<file path="config.mk">
export PLATFORM = sky130hd
export DESIGN_NAME = trng_harvest_flat
export DESIGN_NICKNAME = d
export VERILOG_FILES = /design/src/rtl/trng_harvest_if.sv /design/src/rtl/trng_harvest.sv /design/src/flat_wrapper.sv
export SDC_FILE = /design/constraint.sdc
export NUM_CORES = 1
export LEC_CHECK = 0
export ABC_AREA = 1
export CAP_MARGIN = 15
export CORE_AREA = 2 2 80 112
export CTS_CLUSTER_DIAMETER = 120
export DETAILED_ROUTE_END_ITERATION = 10
export DIE_AREA = 0 0 82 114
export HOLD_SLACK_MARGIN = 0.05
export PLACE_DENSITY_LB_ADDON = 0.25
export SETUP_SLACK_MARGIN = 0.3
export SYNTH_ARGS = -nofsm -noshare
export SYNTH_HDL_FRONTEND = slang
export SYNTH_SLANG_ARGS = --single-unit
</file>
<file path="constraint.sdc">
create_clock -name clk -period 2.61 [get_ports clk]
set_clock_uncertainty 0.2 [all_clocks]
set_input_delay 0.3915 -clock clk [delete_from_list [all_inputs] [get_ports clk]]
set_output_delay 0.3915 -clock clk [all_outputs]
set_load 0.05 [all_outputs]
</file>
<file path="src/rtl/trng_harvest_if.sv">
// Consumer-side bus of the TRNG harvester: the harvested word, its valid flag
// and the one-cycle read acknowledge.
interface trng_harvest_if;
  logic [31:0] data;
  logic        valid;
  logic        rd_strobe;

  modport master (output data, output valid, input rd_strobe);
  modport slave  (input data, input valid, output rd_strobe);
endinterface

</file>
<file path="src/rtl/trng_harvest.sv">
// Ring-oscillator entropy harvester: warm up, sample osc_in every SAMPLE_DIV clocks,
// pack 32 bits into a word. Define TRNG_VN_DEBIAS_EN for von Neumann debiasing.
module trng_harvest #(
  parameter int SAMPLE_DIV = 16,
  parameter int WARMUP     = 64
) (
  input  logic           clk,
  input  logic           reset,
  input  logic           osc_in,
  output logic           osc_enable,
  trng_harvest_if.master bus
);

  localparam logic [1:0] ST_WARMUP = 2'd0;
  localparam logic [1:0] ST_FILL   = 2'd1;
  localparam logic [1:0] ST_FULL   = 2'd2;

  localparam int WARM_W = (WARMUP > 1) ? $clog2(WARMUP) : 1;
  localparam int DIV_W  = $clog2(SAMPLE_DIV);
  localparam logic [WARM_W-1:0] WARM_LAST = WARM_W'(WARMUP - 1);
  localparam logic [DIV_W-1:0]  DIV_LAST  = DIV_W'(SAMPLE_DIV - 1);

  logic              sync_p0;
  logic              sync_p1;
  logic [1:0]        state;
  logic [WARM_W-1:0] warm_cnt;
  logic [DIV_W-1:0]  div_cnt;
  logic [31:0]       shift;
  logic [5:0]        bit_cnt;
  logic [31:0]       data_r;
  logic              valid_r;
  logic              sample_tick;
  logic              accept;
  logic              acc_bit;

  assign bus.data  = data_r;
  assign bus.valid = valid_r;

  // Stage p0/p1: metastability guard for the asynchronous oscillator output
  always_ff @(posedge clk or posedge reset) begin
    if (reset) begin
      sync_p0 <= 1'b0;
      sync_p1 <= 1'b0;
    end else begin
      sync_p0 <= osc_in;
      sync_p1 <= sync_p0;
    end
  end

  // No sampling once 32 bits are in; that cycle is spent transferring the word.
  assign sample_tick = (state == ST_FILL) && (div_cnt == DIV_LAST) && (bit_cnt != 6'd32);

`ifdef TRNG_VN_DEBIAS_EN
  logic pair_have;
  logic pair_first;

  always_comb begin
    accept  = sample_tick && pair_have && (pair_first != sync_p1);
    acc_bit = pair_first;
  end

  // Pair state only lives inside FILL, so any exit drops a half-collected pair.
  always_ff @(posedge clk or posedge reset) begin
    if (reset) begin
      pair_have  <= 1'b0;
      pair_first <= 1'b0;
    end else if ((state != ST_FILL) || (bit_cnt == 6'd32)) begin
      pair_have  <= 1'b0;
      pair_first <= 1'b0;
    end else if (sample_tick) begin
      pair_have  <= ~pair_have;
      pair_first <= pair_have ? 1'b0 : sync_p1;
    end
  end
`else
  always_comb begin
    accept  = sample_tick;
    acc_bit = sync_p1;
  end
`endif

  always_ff @(posedge clk or posedge reset) begin
    if (reset) begin
      state      <= ST_WARMUP;
      warm_cnt   <= '0;
      div_cnt    <= '0;
      shift      <= '0;
      bit_cnt    <= '0;
      data_r     <= '0;
      valid_r    <= 1'b0;
      osc_enable <= 1'b0;
    end else begin
      case (state)
        ST_WARMUP: begin
          osc_enable <= 1'b1;
          div_cnt    <= '0;
          if (warm_cnt == WARM_LAST) begin
            warm_cnt <= '0;
            state    <= ST_FILL;
          end else begin
            warm_cnt <= warm_cnt + WARM_W'(1);
          end
        end
        ST_FILL: begin
          if (bit_cnt == 6'd32) begin
            data_r     <= shift;
            valid_r    <= 1'b1;
            bit_cnt    <= '0;
            div_cnt    <= '0;
            osc_enable <= 1'b0;
            state      <= ST_FULL;
          end else begin
            div_cnt <= (div_cnt == DIV_LAST) ? '0 : div_cnt + DIV_W'(1);
            if (accept) begin
              shift   <= {shift[30:0], acc_bit};
              bit_cnt <= bit_cnt + 6'd1;
            end
          end
        end
        ST_FULL: begin
          div_cnt    <= '0;
          osc_enable <= 1'b0;
          if (valid_r && bus.rd_strobe) begin
            valid_r    <= 1'b0;
            warm_cnt   <= '0;
            osc_enable <= 1'b1;
            state      <= ST_WARMUP;
          end
        end
        default: begin
          state <= ST_WARMUP;
        end
      endcase
    end
  end

endmodule

</file>
<file path="src/flat_wrapper.sv">
// flat-port wrapper written by rule: the top's interface ports become plain ports
module trng_harvest_flat 
#(
  parameter int SAMPLE_DIV = 16,
  parameter int WARMUP     = 64
)
  (clk, reset, osc_in, osc_enable, bus_data, bus_valid, bus_rd_strobe);
  trng_harvest_if bus_i ();
  input  logic clk;
  input  logic reset;
  input  logic osc_in;
  output logic osc_enable;
  output wire logic [$bits(bus_i.data)-1:0] bus_data;
  output wire logic [$bits(bus_i.valid)-1:0] bus_valid;
  input wire logic [$bits(bus_i.rd_strobe)-1:0] bus_rd_strobe;
  assign bus_data = bus_i.data;
  assign bus_valid = bus_i.valid;
  assign bus_i.rd_strobe = bus_rd_strobe;
  trng_harvest #(.SAMPLE_DIV(SAMPLE_DIV), .WARMUP(WARMUP)) u_core (.clk(clk), .reset(reset), .osc_in(osc_in), .osc_enable(osc_enable), .bus(bus_i));
endmodule
</file>
# After elaboration in Yosys (flattened, before gate mapping)
# Cells that the tools add are included.
[word_totals]
reg_bits = 86
out_inout_bits = 34
elab_cells = 58
[classes]
add_sub_neg = 3
n_eq_ne = 9
n_mux = 18
bitwise_logic = 1
reduce_logical = 17
[ops]
columns = ["op", "count"]
rows = [
  ["6-bit 2-to-1 mux", 4],
  ["6-bit by 1-bit adder with 6-bit output (second input constant)", 2],
  ["6-bit == test (second input constant)", 2],
  ["6-bit one-hot mux with 2 select lines", 1],
  ["3-bit AND reduction", 3],
  ["4-bit 2-to-1 mux", 2],
  ["4-bit one-hot mux with 2 select lines", 1],
  ["2-bit AND reduction", 4],
  ["2-bit nonzero test", 4],
  ["2-bit 2-to-1 mux", 3],
  ["6-bit inequality test (second input constant)", 1],
  ["2-bit one-hot mux with 3 select lines", 1],
  ["4-bit by 1-bit adder with 4-bit output (second input constant)", 1],
  ["4-bit == test (second input constant)", 1],
  ["1-bit 2-to-1 mux", 4],
  ["2-bit by 1-bit inequality test with 1-bit output (second input constant)", 2],
  ["1-bit logical AND", 3],
  ["1-bit one-hot mux with 3 select lines", 1],
  ["3-bit nonzero test", 1],
  ["2-bit by 1-bit == test with 1-bit output (second input constant)", 1],
  ["2-bit == test (second input constant)", 1],
  ["2-bit zero test", 1],
  ["2-bit inequality test (second input constant)", 1],
  ["1-bit one-hot mux with 2 select lines", 1],
  ["other kinds (2)", 2],
]

# Depth between registers and ports, before layout
[logic_depth]
ltp_word = 5
mapped_depth = 10
depth_no_buf = 10

# Worst setup path after synthesis
# OpenSTA, ideal clock, no wires.
[synth_path]
path_kind = "register to register"
startpoint = "register u_core.state[1]"
endpoint = "register u_core.shift[1]"
setup_ns = 0.121
arrival_ns = 1.377
slack_ns = 0.911
path_stages_with_launch = 10
period_less_slack_ns = 1.699
path_cell_list = "dfrtp_1 inv_1 ha_1 inv_2 nor2_4 nand2_4 buf_6 buf_8 nand2_1 o21ai_1"
[synth_via]
elab_chain_len = 4
[synth_lines]
columns = ["element", "line_no", "source"]
rows = [
  ["start, declared", "trng_harvest.sv:25", "logic [1:0] state;"],
  ["start signal, assigned", "trng_harvest.sv:84", "state <= ST_WARMUP;"],
  ["start signal, assigned", "trng_harvest.sv:99", "state <= ST_FILL;"],
  ["start signal, assigned", "trng_harvest.sv:111", "state <= ST_FULL;"],
  ["2-bit by 1-bit == test with 1-bit output *", "trng_harvest.sv:51, trng_harvest.sv:93", ""],
  ["1-bit logical AND (2 in series)", "trng_harvest.sv:51", "assign sample_tick = (state == ST_FILL) && (div_cnt == DIV_LAST) && (bit_cnt != 6'd32);"],
  ["3-bit AND reduction (no line) *", "-", ""],
  ["end signal, assigned", "trng_harvest.sv:115", "shift <= {shift[30:0], acc_bit};"],
  ["end, declared", "trng_harvest.sv:28", "logic [31:0] shift;"],
]
# Every way passes the cells marked *; elsewhere a longest branch is shown, timed or not.
# A chain may end at the register's enable or synchronous reset.

# Worst setup path after layout
[layout_path]
startpoint = "register u_core.data_r[0] (netlist: u_core.bus.data[0])"
endpoint = "output bus_data[0]"
[layout_lines]
columns = ["element", "line_no", "source"]
rows = [
  ["start, declared", "trng_harvest.sv:30", "logic [31:0] data_r;"],
  ["start signal, assigned", "trng_harvest.sv:106", "data_r <= shift;"],
  ["end, declared", "flat_wrapper.sv:13", "output wire logic [$bits(bus_i.data)-1:0] bus_data;"],
]
# No word-level cell between the ends.

==> impl_metrics.yaml <==
timing:
  rsz_0062_raised_after_global_routing: "false"
  finalCritPeriodShare_pct: 80.9
  final.hold.worst_slack_ps: 168
  final_hold_viol_count: 0
  fmax_ghz: 0.473
  setup-violations-final: 0
  period_needed_ps: 2110
  timing.setup.tns_ps: 0
  final_max_slew_viol_count: 0
  relSlewSlack_pct: 54.9
  worst_slew_pin_slew_ps: 676
cells_and_area:
  final_net_count: 438
  final_core_utilization_pct: 51.7
  antenna_cells_inserted: 0
  synthToLayoutAreaGrowth_pct: 19.0
  postLayoutCellArea_um2: 4350
  post_route_cells_drive_above_1_share_pct: 6.26
global_routing:
  met2_usage_pct: 24.0
  first_global_vias: 2481
  global_route_wire_length_before_repair_um: 11400
  gr-usage-met3_pct: 4.03
  global_route.peak_usage_layer: "met2"
  grtUsageMet1_pct: 21.5
  groute.usage.overall_pct: 15.7
  grt_antenna_before_repair: 0
  grt_start_max_net_pins: 68
  grt_overflow_total: 0
detailed_routing:
  detail_route.vias_per_cell: 4.85
  residual_drc_count: 0
  post_drt_wl_per_cell_um: 12.0
  drt-total-wl_um: 6450
  number_of_detailed_route_iterations_in_the_first_pass: 4
  dr_total_vias: 2600
  drt_iter0_drc: 140
  drt.antenna.violating_nets: 0
run:
  cap_violations: 0
worst_setup_path:
  setup.worst_path.start_class: "flip-flop"
  worst_ep_arrival_time_ps: 1520
  cp_num_buf_inv: 1
  crit_family: "buffers and inverters"
  setup.worst_path.class: "flip-flop to primary output"
  cpPeakStageDelay_ps: 810
  timing.critical_path.required_ps: 2020
  critPathMaxFanout: 2
  path_cells: "clkdlybuf4s50_1"
  worst_path_max_delay_cell: "clkdlybuf4s50_1"
  worst_setup_path_end_kind: "primary output"
power_and_ir_drop:
  cellPowerDensity_nw_per_um2: 584
  worst_ir_drop_vdd_mv: 0.431
  leakage_power_uw: 0.00187
die:
  die_h_um: 114
  start_util_pct: 43.5
  ios: 38
  die_outline_area_um2: 9350
  core-area_um2: 8410
  die_width_um: 82
  rows: 40
cts:
  cts_buffers: 9
  cts_post_setup_buffers_inserted: 0
  clock_tree.buffer_depth: 2
  cts_tree: "done"
  cts-htree-levels: 3
  cts_hold_buf: 0
  cts.root.buffer_cell: "clkbuf_16"
  cts.reportedPaths.clkPinSlew_ps: 60
  ctsResizeCount: 0
  clock_insertion_delay_worst_skew_ps: 330
  clock_sinks: 86
synthesis:
  synthesis.area_per_instance_um2: 9.39
  postSynthCellCount: 389
  post_synth_design_cell_area_um2: 3650
  yosys_warnings: 0
  number_of_nets_in_the_synthesized_netlist: 401
  synthDistinctLibCells: 22
  yosysSeqAreaShare_pct: 58.9
  ys_seq_elements: 86
outcome:
  status: "finished, final reports clean"
placed_design:
  port_buffers: 37
  globalplace.congestion: 0.850
  hpwlAfterDp_um: 4290
  dp_area_um2: 4080
worst_hold_path:
  worst_hold_path_type: "flip-flop to flip-flop"
report_power, final:
| part | leakage [uW] | switching (uW) | internal, uW |
|---|---|---|---|
| clock | 0.000122 | 519 | 645 |
| sequential | 0.00117 | 0.738 | 1340 |
| combinational | 0.000578 | 27.8 | 10.6 |
registers in the layout (all words and copies together) (netlist names), 2 cells and up:
signal / cells
u_core.state: 2
u_core.bit_cnt: 6
u_core.div_cnt: 4
u_core.bus.data: 32
u_core.warm_cnt: 6
u_core.shift: 32
cells in the mapped netlist (all sizes together):
cell    count  area [um2]
nand4       4        40.0
xor2        3        26.3
nor2       13        71.3
o21bai      1        7.51
ha          8         100
clkbuf      1        5.00
inv        50         188
a21oi       8        40.0
buf        12         114
o21ai      73         377
nand3      20         100
dfrtp      86        2150
nand2     109         424
xnor2       1        8.76
cell usage in the layout (no fill, tap or decap), types with 3 or more instances in the layout:
cell             count
o21ai_0             12
dfrtp_1             86
ha_1                 8
nand3_1             20
o21ai_2              3
nand4_1              3
clkbuf_16            9
clkdlybuf4s50_1     37
clkinvlp_4           4
nand2_1            107
nor2_1              10
inv_1               48
a21oi_1              8
xor2_1               3
o21ai_1             58
nor2_4               3
logic make-up after synthesis:
kind of cell / synth area share [%]
DFF: 58.9
and+or+nand+nor: 17.4
AOI/OAI and AO/OA: 11.6
xor gates and xnor gates: 0.959
adders and majority gates: 2.74
buffers and inverters: 8.39
routing by layer:
metal | routed length, um | vias up
met4 | 111 | 0
met1 | 3100 | 1225
met5 | 0 | -
met3 | 196 | 9
li1 | - | 1317
met2 | 3050 | 49
layout make-up:
cell class,instances,area [um2]
Timing Repair Buffer,39,410
Clock inverter,5,36.3
Sequential cell,86,2150
Tap cell,105,131
Fill cell,804,4060
Multi-Input combinational cell,240,1190
Clock buffer,11,233
Inverter,50,191
per-stage QoR:
step                setup WS, ps  total power (uW)  cells
CTS                          476              2560    536
global route                 385              2620    536
detailed placement           568              1400    520
global placement             651              1400    520
floorplan                    911              1380    389
finish                       497              2540    536
worst paths after layout:
kind / cells after the start / slack, ps / endpoint / from
setup reg to reg: 7 / 560 / u_core.shift[0] / u_core.state[1]
min in group asynchronous: 2 / 310 / u_core.bus.data[28] / reset
setup / recovery: 1 / 500 / bus_data[0] / u_core.bus.data[0]
max in group asynchronous: 3 / 1310 / u_core.shift[5] / reset
hold reg to reg: 0 / 170 / u_core.acc_bit / u_core.sync_p0
hold / removal: 0 / 170 / u_core.acc_bit / u_core.sync_p0
No activity file was read; power rests on OpenSTA's default activity.
